--- src/rtl/wb_b3_burst_master_if.sv ---
// Wishbone B3 bus bundle between the burst master and the RAM slave.
interface wb_b3_burst_master_if #(
    parameter int unsigned aw = 25,
    parameter int unsigned dw = 32
);
    logic [aw-1:0] wb_adr_o;
    logic [dw-1:0] wb_dat_o;
    logic [3:0]    wb_sel_o;
    logic          wb_we_o;
    logic          wb_cyc_o;
    logic          wb_stb_o;
    logic [2:0]    wb_cti_o;
    logic [1:0]    wb_bte_o;
    logic [dw-1:0] wb_dat_i;
    logic          wb_ack_i;
    logic          wb_err_i;
    logic          wb_rty_i;

    modport master (
        output wb_adr_o, wb_dat_o, wb_sel_o, wb_we_o, wb_cyc_o, wb_stb_o, wb_cti_o, wb_bte_o,
        input  wb_dat_i, wb_ack_i, wb_err_i, wb_rty_i
    );

    modport slave (
        input  wb_adr_o, wb_dat_o, wb_sel_o, wb_we_o, wb_cyc_o, wb_stb_o, wb_cti_o, wb_bte_o,
        output wb_dat_i, wb_ack_i, wb_err_i, wb_rty_i
    );
endinterface

--- src/rtl/wb_b3_burst_master.sv ---
// Command-driven Wishbone B3 master: turns (address, length, direction) into
// an incrementing linear burst (classic cycle for single beats), with a
// valid/ready write-data stream in and a valid-only read-data stream out.
module wb_b3_burst_master #(
    parameter int unsigned aw = 25,
    parameter int unsigned dw = 32,
    parameter int unsigned lw = 5
) (
    input  logic                 wb_clk_i,
    input  logic                 wb_rst_i,
    input  logic                 cmd_valid,
    output logic                 cmd_ready,
    input  logic [aw-1:0]        cmd_adr,
    input  logic                 cmd_we,
    input  logic [lw-1:0]        cmd_len,
    input  logic                 wr_valid,
    input  logic [dw-1:0]        wr_data,
    output logic                 wr_ready,
    output logic                 rd_valid,
    output logic [dw-1:0]        rd_data,
    output logic                 rd_last,
    output logic                 done,
    output logic                 done_err,
    wb_b3_burst_master_if.master wb
);
    // Beat index / (length-1) fit in one bit less than the length field (1..16).
    localparam int unsigned bw = lw - 1;

    localparam logic [2:0] cti_classic = 3'b000;
    localparam logic [2:0] cti_incr    = 3'b010;
    localparam logic [2:0] cti_end     = 3'b111;

    typedef enum logic [1:0] {
        S_IDLE = 2'd0,
        S_BUS  = 2'd1,
        S_DONE = 2'd2
    } state_t;

    state_t        state_q, state_d;
    logic [aw-1:0] adr_q, adr_d;
    logic [bw-1:0] len_m1_q, len_m1_d;
    logic [bw-1:0] beat_q, beat_d;
    logic          we_q, we_d;
    logic          err_q, err_d;

    logic [bw-1:0] cmd_len_m1;
    logic          cmd_fire;
    logic          in_bus;
    logic          last_beat;
    logic          stb;
    logic          ack_hit;
    logic          err_hit;

    // Retry is never driven by the RAM slave; the address LSBs are word-aligned away.
    logic unused_ok;
    assign unused_ok = ^{wb.wb_rty_i, cmd_adr[1:0]};

    // A zero length is executed as a single beat.
    assign cmd_len_m1 = (cmd_len == '0) ? '0 : bw'(cmd_len - lw'(1));

    // Command acceptance is open in IDLE and in the DONE cycle, closed during reset.
    assign cmd_ready = !wb_rst_i && (state_q != S_BUS);
    assign cmd_fire  = cmd_valid && cmd_ready;

    // Bus qualifiers; an error on the same cycle as an ack takes precedence.
    assign in_bus    = (state_q == S_BUS);
    assign last_beat = (beat_q == len_m1_q);
    assign stb       = in_bus && (we_q ? wr_valid : 1'b1);
    assign err_hit   = stb && wb.wb_err_i;
    assign ack_hit   = stb && wb.wb_ack_i && !wb.wb_err_i;

    // State and command-context registers.
    always_ff @(posedge wb_clk_i or posedge wb_rst_i) begin
        if (wb_rst_i) begin
            state_q  <= S_IDLE;
            adr_q    <= '0;
            len_m1_q <= '0;
            beat_q   <= '0;
            we_q     <= 1'b0;
            err_q    <= 1'b0;
        end else begin
            state_q  <= state_d;
            adr_q    <= adr_d;
            len_m1_q <= len_m1_d;
            beat_q   <= beat_d;
            we_q     <= we_d;
            err_q    <= err_d;
        end
    end

    // Next-state: accept, advance on ack, finish on last ack or on error.
    always_comb begin
        state_d  = state_q;
        adr_d    = adr_q;
        len_m1_d = len_m1_q;
        beat_d   = beat_q;
        we_d     = we_q;
        err_d    = err_q;

        unique case (state_q)
            S_IDLE, S_DONE: begin
                if (cmd_fire) begin
                    adr_d    = {cmd_adr[aw-1:2], 2'b00};
                    len_m1_d = cmd_len_m1;
                    beat_d   = '0;
                    we_d     = cmd_we;
                    err_d    = 1'b0;
                    state_d  = S_BUS;
                end else if (state_q == S_DONE) begin
                    state_d = S_IDLE;
                end
            end
            S_BUS: begin
                if (err_hit) begin
                    err_d   = 1'b1;
                    state_d = S_DONE;
                end else if (ack_hit) begin
                    beat_d = beat_q + bw'(1);
                    adr_d  = adr_q + aw'(4);
                    if (last_beat) begin
                        state_d = S_DONE;
                    end
                end
            end
            default: begin
                state_d = S_IDLE;
            end
        endcase
    end

    // Wishbone outputs; cti is derived from registered beat/length so it only moves after an ack.
    assign wb.wb_adr_o = adr_q;
    assign wb.wb_dat_o = wr_data;
    assign wb.wb_sel_o = 4'hf;
    assign wb.wb_bte_o = 2'b00;
    assign wb.wb_cyc_o = in_bus;
    assign wb.wb_stb_o = stb;
    assign wb.wb_we_o  = in_bus && we_q;
    assign wb.wb_cti_o = !in_bus              ? cti_classic :
                         (len_m1_q == '0)     ? cti_classic :
                         last_beat            ? cti_end     : cti_incr;

    // Stream side: write beats consumed and read beats delivered on accepted acks only.
    assign wr_ready = ack_hit && we_q;
    assign rd_valid = ack_hit && !we_q;
    assign rd_data  = wb.wb_dat_i;
    assign rd_last  = rd_valid && last_beat;

    // Completion pulse, qualified by the abort flag.
    assign done     = (state_q == S_DONE);
    assign done_err = (state_q == S_DONE) && err_q;
endmodule

--- src/flat_wrapper.sv ---
// flat-port wrapper written by rule: the top's interface ports become plain ports
module wb_b3_burst_master_flat 
#(
    parameter int unsigned aw = 25,
    parameter int unsigned dw = 32,
    parameter int unsigned lw = 5
)
  (wb_clk_i, wb_rst_i, cmd_valid, cmd_ready, cmd_adr, cmd_we, cmd_len, wr_valid, wr_data, wr_ready, rd_valid, rd_data, rd_last, done, done_err, wb_wb_adr_o, wb_wb_dat_o, wb_wb_sel_o, wb_wb_we_o, wb_wb_cyc_o, wb_wb_stb_o, wb_wb_cti_o, wb_wb_bte_o, wb_wb_dat_i, wb_wb_ack_i, wb_wb_err_i, wb_wb_rty_i);
  wb_b3_burst_master_if #(.aw(aw), .dw(dw)) wb_i ();
  input  logic wb_clk_i;
  input  logic wb_rst_i;
  input  logic cmd_valid;
  output logic cmd_ready;
  input  logic [aw-1:0] cmd_adr;
  input  logic cmd_we;
  input  logic [lw-1:0] cmd_len;
  input  logic wr_valid;
  input  logic [dw-1:0] wr_data;
  output logic wr_ready;
  output logic rd_valid;
  output logic [dw-1:0] rd_data;
  output logic rd_last;
  output logic done;
  output logic done_err;
  output wire logic [$bits(wb_i.wb_adr_o)-1:0] wb_wb_adr_o;
  output wire logic [$bits(wb_i.wb_dat_o)-1:0] wb_wb_dat_o;
  output wire logic [$bits(wb_i.wb_sel_o)-1:0] wb_wb_sel_o;
  output wire logic [$bits(wb_i.wb_we_o)-1:0] wb_wb_we_o;
  output wire logic [$bits(wb_i.wb_cyc_o)-1:0] wb_wb_cyc_o;
  output wire logic [$bits(wb_i.wb_stb_o)-1:0] wb_wb_stb_o;
  output wire logic [$bits(wb_i.wb_cti_o)-1:0] wb_wb_cti_o;
  output wire logic [$bits(wb_i.wb_bte_o)-1:0] wb_wb_bte_o;
  input wire logic [$bits(wb_i.wb_dat_i)-1:0] wb_wb_dat_i;
  input wire logic [$bits(wb_i.wb_ack_i)-1:0] wb_wb_ack_i;
  input wire logic [$bits(wb_i.wb_err_i)-1:0] wb_wb_err_i;
  input wire logic [$bits(wb_i.wb_rty_i)-1:0] wb_wb_rty_i;
  assign wb_wb_adr_o = wb_i.wb_adr_o;
  assign wb_wb_dat_o = wb_i.wb_dat_o;
  assign wb_wb_sel_o = wb_i.wb_sel_o;
  assign wb_wb_we_o = wb_i.wb_we_o;
  assign wb_wb_cyc_o = wb_i.wb_cyc_o;
  assign wb_wb_stb_o = wb_i.wb_stb_o;
  assign wb_wb_cti_o = wb_i.wb_cti_o;
  assign wb_wb_bte_o = wb_i.wb_bte_o;
  assign wb_i.wb_dat_i = wb_wb_dat_i;
  assign wb_i.wb_ack_i = wb_wb_ack_i;
  assign wb_i.wb_err_i = wb_wb_err_i;
  assign wb_i.wb_rty_i = wb_wb_rty_i;
  wb_b3_burst_master #(.aw(aw), .dw(dw), .lw(lw)) u_core (.wb_clk_i(wb_clk_i), .wb_rst_i(wb_rst_i), .cmd_valid(cmd_valid), .cmd_ready(cmd_ready), .cmd_adr(cmd_adr), .cmd_we(cmd_we), .cmd_len(cmd_len), .wr_valid(wr_valid), .wr_data(wr_data), .wr_ready(wr_ready), .rd_valid(rd_valid), .rd_data(rd_data), .rd_last(rd_last), .done(done), .done_err(done_err), .wb(wb_i));
endmodule
--- config.mk ---
export PLATFORM = sky130hd
export DESIGN_NAME = wb_b3_burst_master_flat
export DESIGN_NICKNAME = d
export VERILOG_FILES = /design/src/rtl/wb_b3_burst_master_if.sv /design/src/rtl/wb_b3_burst_master.sv /design/src/flat_wrapper.sv
export SDC_FILE = /design/constraint.sdc
export NUM_CORES = 1
export LEC_CHECK = 0
export BUFFER_PORTS_ARGS = -buffer_cell sky130_fd_sc_hd__buf_2
export CORE_MARGIN = 2
export CORE_UTILIZATION = 44
export DETAILED_ROUTE_END_ITERATION = 8
export MAX_ROUTING_LAYER = met4
export PLACE_DENSITY_LB_ADDON = 0.12
export SLEW_MARGIN = 20
export SYNTH_ARGS = -nofsm -noshare
export SYNTH_HDL_FRONTEND = slang
export SYNTH_SLANG_ARGS = --single-unit
--- constraint.sdc ---
create_clock -name wb_clk_i -period 2.9 [get_ports wb_clk_i]
set_input_delay 0.725 -clock wb_clk_i [delete_from_list [all_inputs] [get_ports wb_clk_i]]
set_output_delay 0.725 -clock wb_clk_i [all_outputs]
set_load 0.01 [all_outputs]
**Word level (Yosys, flattened, before mapping)**

Cells that the tools add are included.

- Flip-flop bits (word level): 37

- $add $sub $neg: 3
- Equal/unequal tests: 11
- Mux-type cells: 22
- Reduce and logical (&&, ||, !) cells: 23

Operators with widths:

| cell | number |
|---|---|
| 25-bit two-way mux | 3 |
| 25-bit case mux with 2 select lines | 1 |
| 25-bit by 3-bit adder with 25-bit output (second input constant) | 1 |
| 4-bit two-way mux | 4 |
| 1-bit logical AND | 11 |
| 2-bit two-way mux | 5 |
| 3-bit two-way mux | 3 |
| 4-bit case mux with 2 select lines | 1 |
| 2-bit != test (second input constant) | 3 |
| 3-bit != test (second input constant) | 2 |
| 3-bit AND reduction | 2 |
| 5-bit zero test | 1 |
| 4-bit by 1-bit adder with 4-bit output (second input constant) | 1 |
| 4-bit equality test | 1 |
| 4-bit zero test | 1 |
| 2-bit by 1-bit != test with 1-bit output (second input constant) | 2 |
| 2-bit case mux with 2 select lines | 1 |
| 4-bit AND reduction | 1 |
| 4-bit by 1-bit subtractor with 4-bit output (second input constant) | 1 |
| 1-bit zero test | 3 |
| 1-bit two-way mux | 3 |
| 3-bit by 2-bit != test with 1-bit output (second input constant) | 1 |
| 2-bit by 1-bit equality test with 1-bit output (second input constant) | 1 |
| 2-bit equality test (second input constant) | 1 |
| other kinds (5) | 5 |

**Longest topological paths before layout**

Gate-level depths: netlist (run 1).

- Depth in word-level cells: 7
- Gate-level depth with buffers: 8
- Depth with buffers taken out: 5

**Worst setup path before layout (run 1)**

OpenSTA, ideal clock, no wires.

- Path type: input -> output
- Start point: input wb_wb_err_i
- End point: output rd_last
- Data arrival time: 1,419 ps
- Slack: 756 ps
- Stages: 3
- Path through: and2b_2 > nand3_1 > nor3_1

- Word-level cells in the longest chain between the ends: 4

Ends and longest elaborated chain:

| item | line | text |
|---|---|---|
| start: declaration | flat_wrapper.sv:35 | `input wire logic [$bits(wb_i.wb_err_i)-1:0] wb_wb_err_i;` |
| 1-bit zero test | wb_b3_burst_master.sv:70 | `assign ack_hit = stb && wb.wb_ack_i && !wb.wb_err_i;` |
| 1-bit logical AND | wb_b3_burst_master.sv:70 |  |
| 1-bit logical AND | wb_b3_burst_master.sv:145 | `assign rd_valid = ack_hit && !we_q;` |
| 1-bit logical AND | wb_b3_burst_master.sv:147 | `assign rd_last = rd_valid && last_beat;` |
| end: declaration | flat_wrapper.sv:22 | `output logic rd_last;` |

Every way passes these cells.

**Worst setup path in the final report (run 1)**

- Start point: register u_core.state_q[1]
- End point: output rd_last

- Word-level cells in the longest chain between the ends: 6

Ends and longest elaborated chain:

| item | line | text |
|---|---|---|
| start: declaration | wb_b3_burst_master.sv:39 | `state_t state_q, state_d;` |
| start signal: assignment | wb_b3_burst_master.sv:82 | `state_q <= state_d;` |
| 2-bit by 1-bit equality test with 1-bit output | wb_b3_burst_master.sv:66 | `assign in_bus = (state_q == S_BUS);` |
| 1-bit logical AND | wb_b3_burst_master.sv:68 | `assign stb = in_bus && (we_q ? wr_valid : 1'b1);` |
| 1-bit logical AND (2 in series) | wb_b3_burst_master.sv:70 |  |
| 1-bit logical AND | wb_b3_burst_master.sv:145 |  |
| 1-bit logical AND | wb_b3_burst_master.sv:147 |  |

Every way passes these cells.

==> flow_metrics.tcl, run 1 <==
set metrics [dict create \
    period_minus_slack_ns 2.38 \
    worst_slew_pin_slew_ns 0.682 \
    grt_max_degree 36 \
    cap_violations 0 \
    clkTransAtPathRegs_ns 0.07 \
    synth_edf_count 0 \
    antenna_found_initial 0 \
    vdd.ir_drop.worst_mv 0.380 \
    cellLeakagePower_nw 1.27 \
    power_density_nw_per_um2 1020 \
    coreArea_um2 5960 \
    synth_area_leaders "dfrtp_1, buf_4, a21oi_1" \
    yosys_warnings 0 \
    crit_type "reg -> out" \
    hold_viol 0 \
    dieWidth_um 82.7 \
    synth_top_cell_area_share_pct 32.2 \
    vias_per_cell 5.55 \
    clockBufferDepth 2 \
    clockRootBuffer "clkbuf_8" \
    cts_resized 0 \
    swShare_pct 43.4 \
    routabilityCongestion 0.776 \
    synthFlopType "dfrtp_1" \
    holdBufCountCts 0 \
    cts_made_buffers 5 \
    wl_per_cell_um 16.0 \
    grt_pass1_vias 1993 \
    ant_nets 0 \
    finalCritPeriodShare_pct 82.2 \
    setup_viol 0 \
    cts_tree "yes" \
    diodes 0 \
    drt_iter0_markers 86 \
    synth_top_area_cell "dfrtp_1" \
    areaGrowthSynthToFinish_pct 1.15 \
    async_flop_share_pct 100 \
    cts.sinks 35 \
    arrival_ns 1.66 \
    ys_ff_latch 35 \
    setup_tns_ns 0 \
    p_int_mw 1.59 \
    pwr-share-clk_pct 19.0 \
    skew_ns 0.0130 \
    worst_skew_pair.late_latency_ns 0.30 \
    synth-seq-area-share_pct 32.2 \
    io_buffers 69 \
    place_hpwl_um 4530 \
    drive_above_1_share_pct 28.5 \
    syn_area_um2 2720 \
    die_h_um 82.7 \
    hold_class "reg -> reg" \
    endpoint_kind "output pin" \
    required_ns 2.17 \
    synth_common_cells "buf_4, dfrtp_1, nand2_1" \
    detailedPlace.worstSlack_ns 0.543 \
    rsz0062_at_grt "false" \
    path_max_fanout 12 \
    p_seq_share_pct 36.7 \
    max_freq_ghz 0.420 \
    via_count 2227 \
    p_sw_mw 1.22 \
    num-nets-final 431 \
    drc 0 \
    slew_violations 0 \
    fin_ws_ns 0.517 \
    die_area_um2 6840 \
    initial_core_util_pct 45.7 \
    grt_pass1_wl_um 9800 \
    post_cts_buffers 0 \
    synth_area_per_cell_um2 8.38 \
    r2r_slack_ns 0.81 \
    grt.overflow.total 0 \
    ys_types 50 \
    firstDrtPassIters 4 \
    synthCells 325 \
    crit_path_start_kind "flop" \
    hold_slack_ns 0.499 \
    num_rows 28 \
    yosysMostFrequentCell "buf_4" \
    routed_wl_um 6410 \
    slew_headroom_pct 54.1 \
    power_frac_comb_pct 44.3 \
    grt.total_usage_pct 19.5 \
    htreeDepth 2 \
    status "finished clean" \
    io-pin-count 209 \
]
registers in the layout, summed over array words and instances, names as in the netlist:
| name | cells |
|---|---|
| u_core.beat_q | 4 |
| u_core.err_q | 1 |
| u_core.len_m1_q | 4 |
| u_core.state_q | 2 |
| u_core.wb.wb_adr_o | 23 |
| u_core.we_q | 1 |
critical path, cell delays in order, from the launching register on:
cell      delay [ns]
dfrtp_1         0.37
nand2b_1        0.13
buf_4           0.18
inv_1           0.14
nand3_1         0.13
nor3_1          0.24
buf_2           0.17
final cells by class:
class,count,area [µm²]
inverters,6,22.5
clock buffers,6,72.6
flip-flops and latches,35,876
fillers,607,3200
clock inverters,2,60.1
repair buffers,77,405
multi-input cells,200,1220
well taps,75,93.8
metal layers:
layer	share of wire [%]	track usage, %	wire [µm]
met1	45	24.6	2890
met2	47	31.0	2990
met3	7.1	5.22	458
met4	1.0	5.25	67
met5	0	-	0
placed cells by master, fill, tap and decap left out, types with 2 or more instances in the layout:
master     Yosys  final
nand2b_1       2      2
or3_1          2      2
a311oi_1       2      2
dfrtp_1       35     35
and3_1         5      5
a2bb2oi_1      3      3
a22o_1         2      2
nor2_1        16     16
nand4_1        8      8
xnor2_1        6      6
buf_4         73      8
a211oi_1       9      9
conb_1         2      8
nor2b_1        2      2
a32oi_1        3      3
clkbuf_8       0      5
o21ai_0       19     19
a21oi_1       19     19
o22ai_1        6      6
and4_1         5      5
a22oi_1        3      3
buf_2          8     69
bufinv_16      0      2
and2_1         7      7
and4_2         2      2
ha_1           4      4
nand3_1        8      8
a31o_2         3      3
nor4_1         4      4
nor3_1         7      7
inv_1          6      6
o211ai_1       2      2
a31oi_1        4      4
nand2_1       23     23
metrics by stage:
| step | cell area (µm²) | instances | util (%) | power [mW] |
|---|---|---|---|---|
| after floorplan | 2750 | 331 | - | 1.94 |
| after global placement | 2620 | 393 | 44.0 | 2.28 |
| after detailed placement | 2620 | 393 | 44.0 | 2.30 |
| after CTS | 2760 | 401 | 46.3 | 2.84 |
| after global routing | 2760 | 401 | 46.3 | 3.06 |
| final | 2760 | 401 | 46.3 | 2.82 |
power by group through the flow:
stage	sequential, mW	clock, mW	combinational (mW)
2_1_floorplan	1.03	0	0.912
3_3_place_gp	1.04	0	1.25
3_5_place_dp	1.04	0	1.26
4_1_cts	1.04	0.546	1.26
5_1_grt	1.08	0.571	1.41
6_report	1.03	0.536	1.25
cells by family after synthesis:
group	share of synthesized area [%]
xor+xnor	1.93
compound gates	19.2
mux	0.367
simple gates	20.5
buf+inv	23.7
flops	32.2
other cells	0.276
fa+ha+maj	1.84
worst paths after layout:
kind | end | depth (start not counted) | startpoint
worst min register to register | u_core.err_q | 1 | u_core.err_q
worst max register to register | u_core.wb.wb_adr_o[24] | 7 | u_core.state_q[1]
worst min-delay path | u_core.err_q | 1 | u_core.err_q
max in group asynchronous | u_core.state_q[0] | 3 | wb_rst_i
worst max-delay path | rd_last | 6 | u_core.state_q[1]
min in group asynchronous | u_core.wb.wb_adr_o[19] | 3 | wb_rst_i
(Power assumes the default switching activity.)
==> run 2: changes to the inputs <==
Settings changed: CORE_UTILIZATION 44 to 41.
Clock period 2.9 ns to 2.2 ns, I/O delays scaled along.
==> run 2 against run 1 <==
Effect of this change: via count rose by 3.4%; global-route usage fell by 1.1 points; largest power group unchanged; register-to-register slack got worse by 0.62 ns; design area rose by 2.0%; non-clock buffer count rose by 10; wire length rose by 3.3%; sequential share of layout area fell by 0.64 points; largest cell class unchanged; combinational power rose by 44%; power rose by 30%; clock-buffer cell count rose by 2.
==> flow_metrics.tcl, run 2 (synthesis gave the netlist of run 1 again) <==
set metrics [dict create \
    use_met2_pct 28.5 \
    areaGrowthSynthToFinish_pct 3.22 \
    seqCellArea_um2 876 \
    layout_common_cells "buf_2, dfrtp_1, nand2_1, o21ai_0, a21oi_1" \
    grt_max_degree 36 \
    worst_slew_pin_slew_ns 0.578 \
    period_minus_slack_ns 2.06 \
    status "finished clean" \
    coreArea_um2 6390 \
    setup_tns_ns 0 \
    grt.overflow.total 0 \
    cap_violations 0 \
    io_buffers 69 \
    routed_wl_um 6620 \
    grt_pass1_wl_um 10600 \
    grt.total_usage_pct 18.5 \
    crit_type "reg -> out" \
    slew_headroom_pct 60.9 \
    endpoint_kind "output pin" \
    cts_tree "yes" \
    htreeDepth 2 \
    clockBufferDepth 2 \
    wl_per_cell_um 16.0 \
    worst_skew_pair.late_latency_ns 0.29 \
    arrival_ns 1.51 \
    vias_per_cell 5.57 \
    num-nets-final 441 \
    fillers 698 \
    hold_slack_ns 0.401 \
    mostFrequentLayoutCell "buf_2" \
    required_ns 1.65 \
    max_freq_ghz 0.485 \
    skew_ns 0.00377 \
    power_density_nw_per_um2 1300 \
    finalCritPeriodShare_pct 93.6 \
    drc 0 \
    path_max_fanout 5 \
    met3_usage_pct 3.66 \
    rsz0062_at_grt "false" \
    cts.sinks 35 \
    drt_iter0_markers 101 \
    firstDrtPassIters 4 \
    use_met1_pct 23.4 \
    die_h_um 85.5 \
    vdd.ir_drop.worst_mv 0.563 \
    diodes 0 \
    place_hpwl_um 4840 \
    antenna_found_initial 0 \
    io-pin-count 209 \
    slew_violations 0 \
    initial_core_util_pct 42.7 \
    fin_util_pct 44.0 \
    hold_viol 0 \
    die_area_um2 7310 \
    cts_made_buffers 5 \
    hold_class "in -> async" \
    clkTransAtPathRegs_ns 0.07 \
    top_usage_layer "met2" \
    ant_nets 0 \
    clockRootBuffer "clkbuf_8" \
    grt_pass1_vias 2149 \
    dieWidth_um 85.5 \
    setup_viol 0 \
    cellLeakagePower_nw 1.30 \
    crit_path_start_kind "flop" \
    largest_reg_flops 23 \
    num_rows 29 \
    via_count 2302 \
    routabilityCongestion 0.788 \
    multi_input_area_um2 1240 \
    drive_above_1_share_pct 31.5 \
]
run 2: cell count changes in the layout (fill, tap and decap cells not counted), sizes merged:
cell	delta
buf	+10
bufinv	-2
clkbuf	+2
run 2: per-layer routing:
metal,routed length (µm),up-vias
met5,0,-
met4,175,0
met3,425,28
met2,3160,82
met1,2860,1078
li1,-,1114
run 2: final timing paths:
kind,endpoint,slack (ns),depth (start not counted),from
max,rd_last,0.14,5,u_core.beat_q[0]
min,u_core.err_q,0.40,3,wb_rst_i
max reg2reg,u_core.wb.wb_adr_o[16],0.19,5,u_core.wb.wb_adr_o[3]
min reg2reg,u_core.err_q,0.50,1,u_core.err_q
max in group asynchronous,u_core.wb.wb_adr_o[3],1.47,3,wb_rst_i
min in group wb_clk_i,u_core.we_q,0.45,3,cmd_we
run 2: through the flow:
step / power (mW) / instance area (µm²) / setup slack [ns] / instances
floorplan: 2.56 / 2750 / 0.238 / 331
global placement: 3.09 / 2690 / 0.232 / 403
detailed placement: 3.11 / 2690 / 0.196 / 403
CTS: 3.65 / 2800 / 0.0710 / 411
global route: 3.99 / 2810 / 0.0203 / 413
finish: 3.66 / 2810 / 0.140 / 413
run 2: cell type report:
cell class / count / area share [%]
Clock buffer: 8 / 3.56
Inverter: 6 / 0.801
Multi-Input combinational cell: 200 / 44.0
Sequential cell: 35 / 31.2
Tap cell: 77 / 3.43
Timing Repair Buffer: 87 / 17.1
run 2: worst max-delay path, stage by stage, from the launching register on:
cell and delay [ns]:
dfrtp_1 0.44, xnor2_1 0.19, nand4_1 0.15, buf_4 0.17, nor3_1 0.12, buf_2 0.15
run 2: report_power, final:
part           internal (mW)  switching (mW)
combinational          0.796            1.01
sequential             0.940           0.391
clock                  0.286           0.237
total                   2.02            1.63
run 2: timing repair:
item | in CTS | in global routing
resized for setup | 1 | 2
setup endpoints to repair | 2 | 4
pin swaps | 0 | 2
buffers inserted | 0 | 2
hold buffers | 0 | 0
==> run 3: changes to the inputs <==
Settings changed: REMOVE_ABC_BUFFERS set to 1.
==> run 3 against run 2 <==
Effect of this change: setup slack better by 0.032 ns; hold slack worse by 0.082 ns; wire length is 34% higher.
==> flow_metrics.tcl, run 3 (synthesis gave the netlist of run 1 again) <==
set metrics [dict create \
    status "finished clean" \
    cts_tree "yes" \
    vias_per_cell 5.71 \
    grt.overflow.total 0 \
    crit_path_start_kind "flop" \
    hold_viol 0 \
    dp.cells 402 \
    top_usage_layer "met2" \
    crit_path_end "wr_ready" \
    r2r-start "u_core.wb.wb_adr_o[3]" \
    clkTransAtPathRegs_ns 0.07 \
    cts.sinks 35 \
    cp.buffers_inverters 2 \
    grt.total_usage_pct 24.9 \
    htreeDepth 2 \
    rsz0062_at_grt "false" \
    num_rows 29 \
    vdd.ir_drop.worst_mv 0.579 \
    place_hpwl_um 7060 \
    cp_slowest_cell "dfrtp_1" \
    worstPathCellList "nand2b_1 -> inv_1 -> and2_1 -> and3_1 -> buf_2" \
    die_h_um 85.5 \
    areaGrowthSynthToFinish_pct 2.20 \
    dieWidth_um 85.5 \
    holdBufCountCts 0 \
    arrival_ns 1.48 \
    worst_slew_pin_slew_ns 0.611 \
    largest_reg_flops 23 \
    cellLeakagePower_nw 1.29 \
    fin_util_pct 43.6 \
    routabilityCongestion 0.763 \
    r2r-end "u_core.wb.wb_adr_o[16]" \
    cp.depth 5 \
    diodes 0 \
    cpPeakStageDelay_ns 0.37 \
    initial_core_util_pct 42.7 \
    period_minus_slack_ns 2.03 \
    skew_ns 0.00648 \
    critical_path.startpoint "u_core.state_q[1]" \
    grt_pass1_wl_um 13000 \
    antenna_found_initial 0 \
    via_count 2340 \
    firstDrtPassIters 4 \
    finalCritPeriodShare_pct 92.2 \
    routed_wl_um 8860 \
    instances_no_fill 410 \
    cts_made_buffers 5 \
    use_met2_pct 34.2 \
    io_buffers 69 \
    slew_headroom_pct 58.7 \
    die_area_um2 7310 \
    drc 0 \
    cap_violations 0 \
    r2r_slack_ns 0.18 \
    wl_per_cell_um 21.6 \
    drt_iter0_markers 100 \
    cts_resized 0 \
    ant_nets 0 \
    design_area_um2 2780 \
    r2r_cells 5 \
    setup_viol 0 \
    hold_class "in -> async" \
    worst_skew_pair.late_latency_ns 0.28 \
    met3_usage_pct 12.1 \
    slew_violations 0 \
    coreArea_um2 6390 \
    drive_above_1_share_pct 30.3 \
    num-nets-final 438 \
    post_cts_buffers 0 \
    cp_top_family "simple AND/OR/NAND/NOR gates" \
    power_density_nw_per_um2 1290 \
    grt_pass1_vias 2197 \
    mostFrequentLayoutCell "buf_2" \
    grt_max_degree 35 \
    crit_type "reg -> out" \
    clockBufferDepth 2 \
    clockRootBuffer "clkbuf_8" \
    io-pin-count 209 \
    use_met1_pct 29.8 \
    required_ns 1.65 \
    placed_area_um2 2680 \
    endpoint_kind "output pin" \
    max_freq_ghz 0.493 \
    path_max_fanout 6 \
    layout_common_cells "buf_2, dfrtp_1, nand2_1, o21ai_0, a21oi_1" \
]
[run 3: cell types whose count changed in the layout (fill, tap and decap cells not counted), sizes merged]
cell	before	now
buf	87	84
[run 3: per-layer routing]
layer  vias up  wire [µm]  part of all wire, %
met1      1068       3490                   39
met5         -          0                    0
li1       1104          -                    -
met2       142       3830                   43
met4         0        468                  5.3
met3        26       1070                   12
[run 3: worst min path at each step]
stage / from / end / slack (ns) / depth (start not counted)
floorplan: u_core.err_q / u_core.err_q / 0.46 / 1
global placement: u_core.err_q / u_core.err_q / 0.48 / 1
detailed placement: u_core.err_q / u_core.err_q / 0.49 / 1
CTS: wb_rst_i / u_core.state_q[1] / 0.32 / 3
global route: wb_rst_i / u_core.state_q[0] / 0.34 / 3
finish: wb_rst_i / u_core.err_q / 0.32 / 3
[run 3: power breakdown]
part           switching, mW  internal (mW)
combinational          0.989          0.750
sequential             0.379          0.941
clock                  0.236          0.286
[run 3: final cells by class]
cell class	count	area (µm²)
clock buffer	8	100
fill	692	3600
inverter	6	22.5
multi-input combinational	200	1230
sequential	35	876
tap	77	96.3
timing repair buffer	84	458
[run 3: metrics by stage]
step | hold WS [ns] | power (mW) | TNS (ns) | setup slack (ns)
after floorplan | 0.465 | 2.35 | -16.55 | -0.778
after global placement | 0.481 | 3.06 | 0 | 0.215
after detailed placement | 0.489 | 3.08 | 0 | 0.188
after CTS | 0.325 | 3.62 | 0 | 0.103
after global routing | 0.337 | 3.91 | 0 | 0.0212
final | 0.319 | 3.58 | 0 | 0.172
[run 3: worst reg2reg max path, delay by kind of cell, from the launching register on]
kind / cells / cell delay [ns]
AO/OA/AOI/OAI: 2 / 0.46
adder cells (fa/ha/maj): 1 / 0.28
flip-flops: 1 / 0.42
AND/OR/NAND/NOR: 2 / 0.74
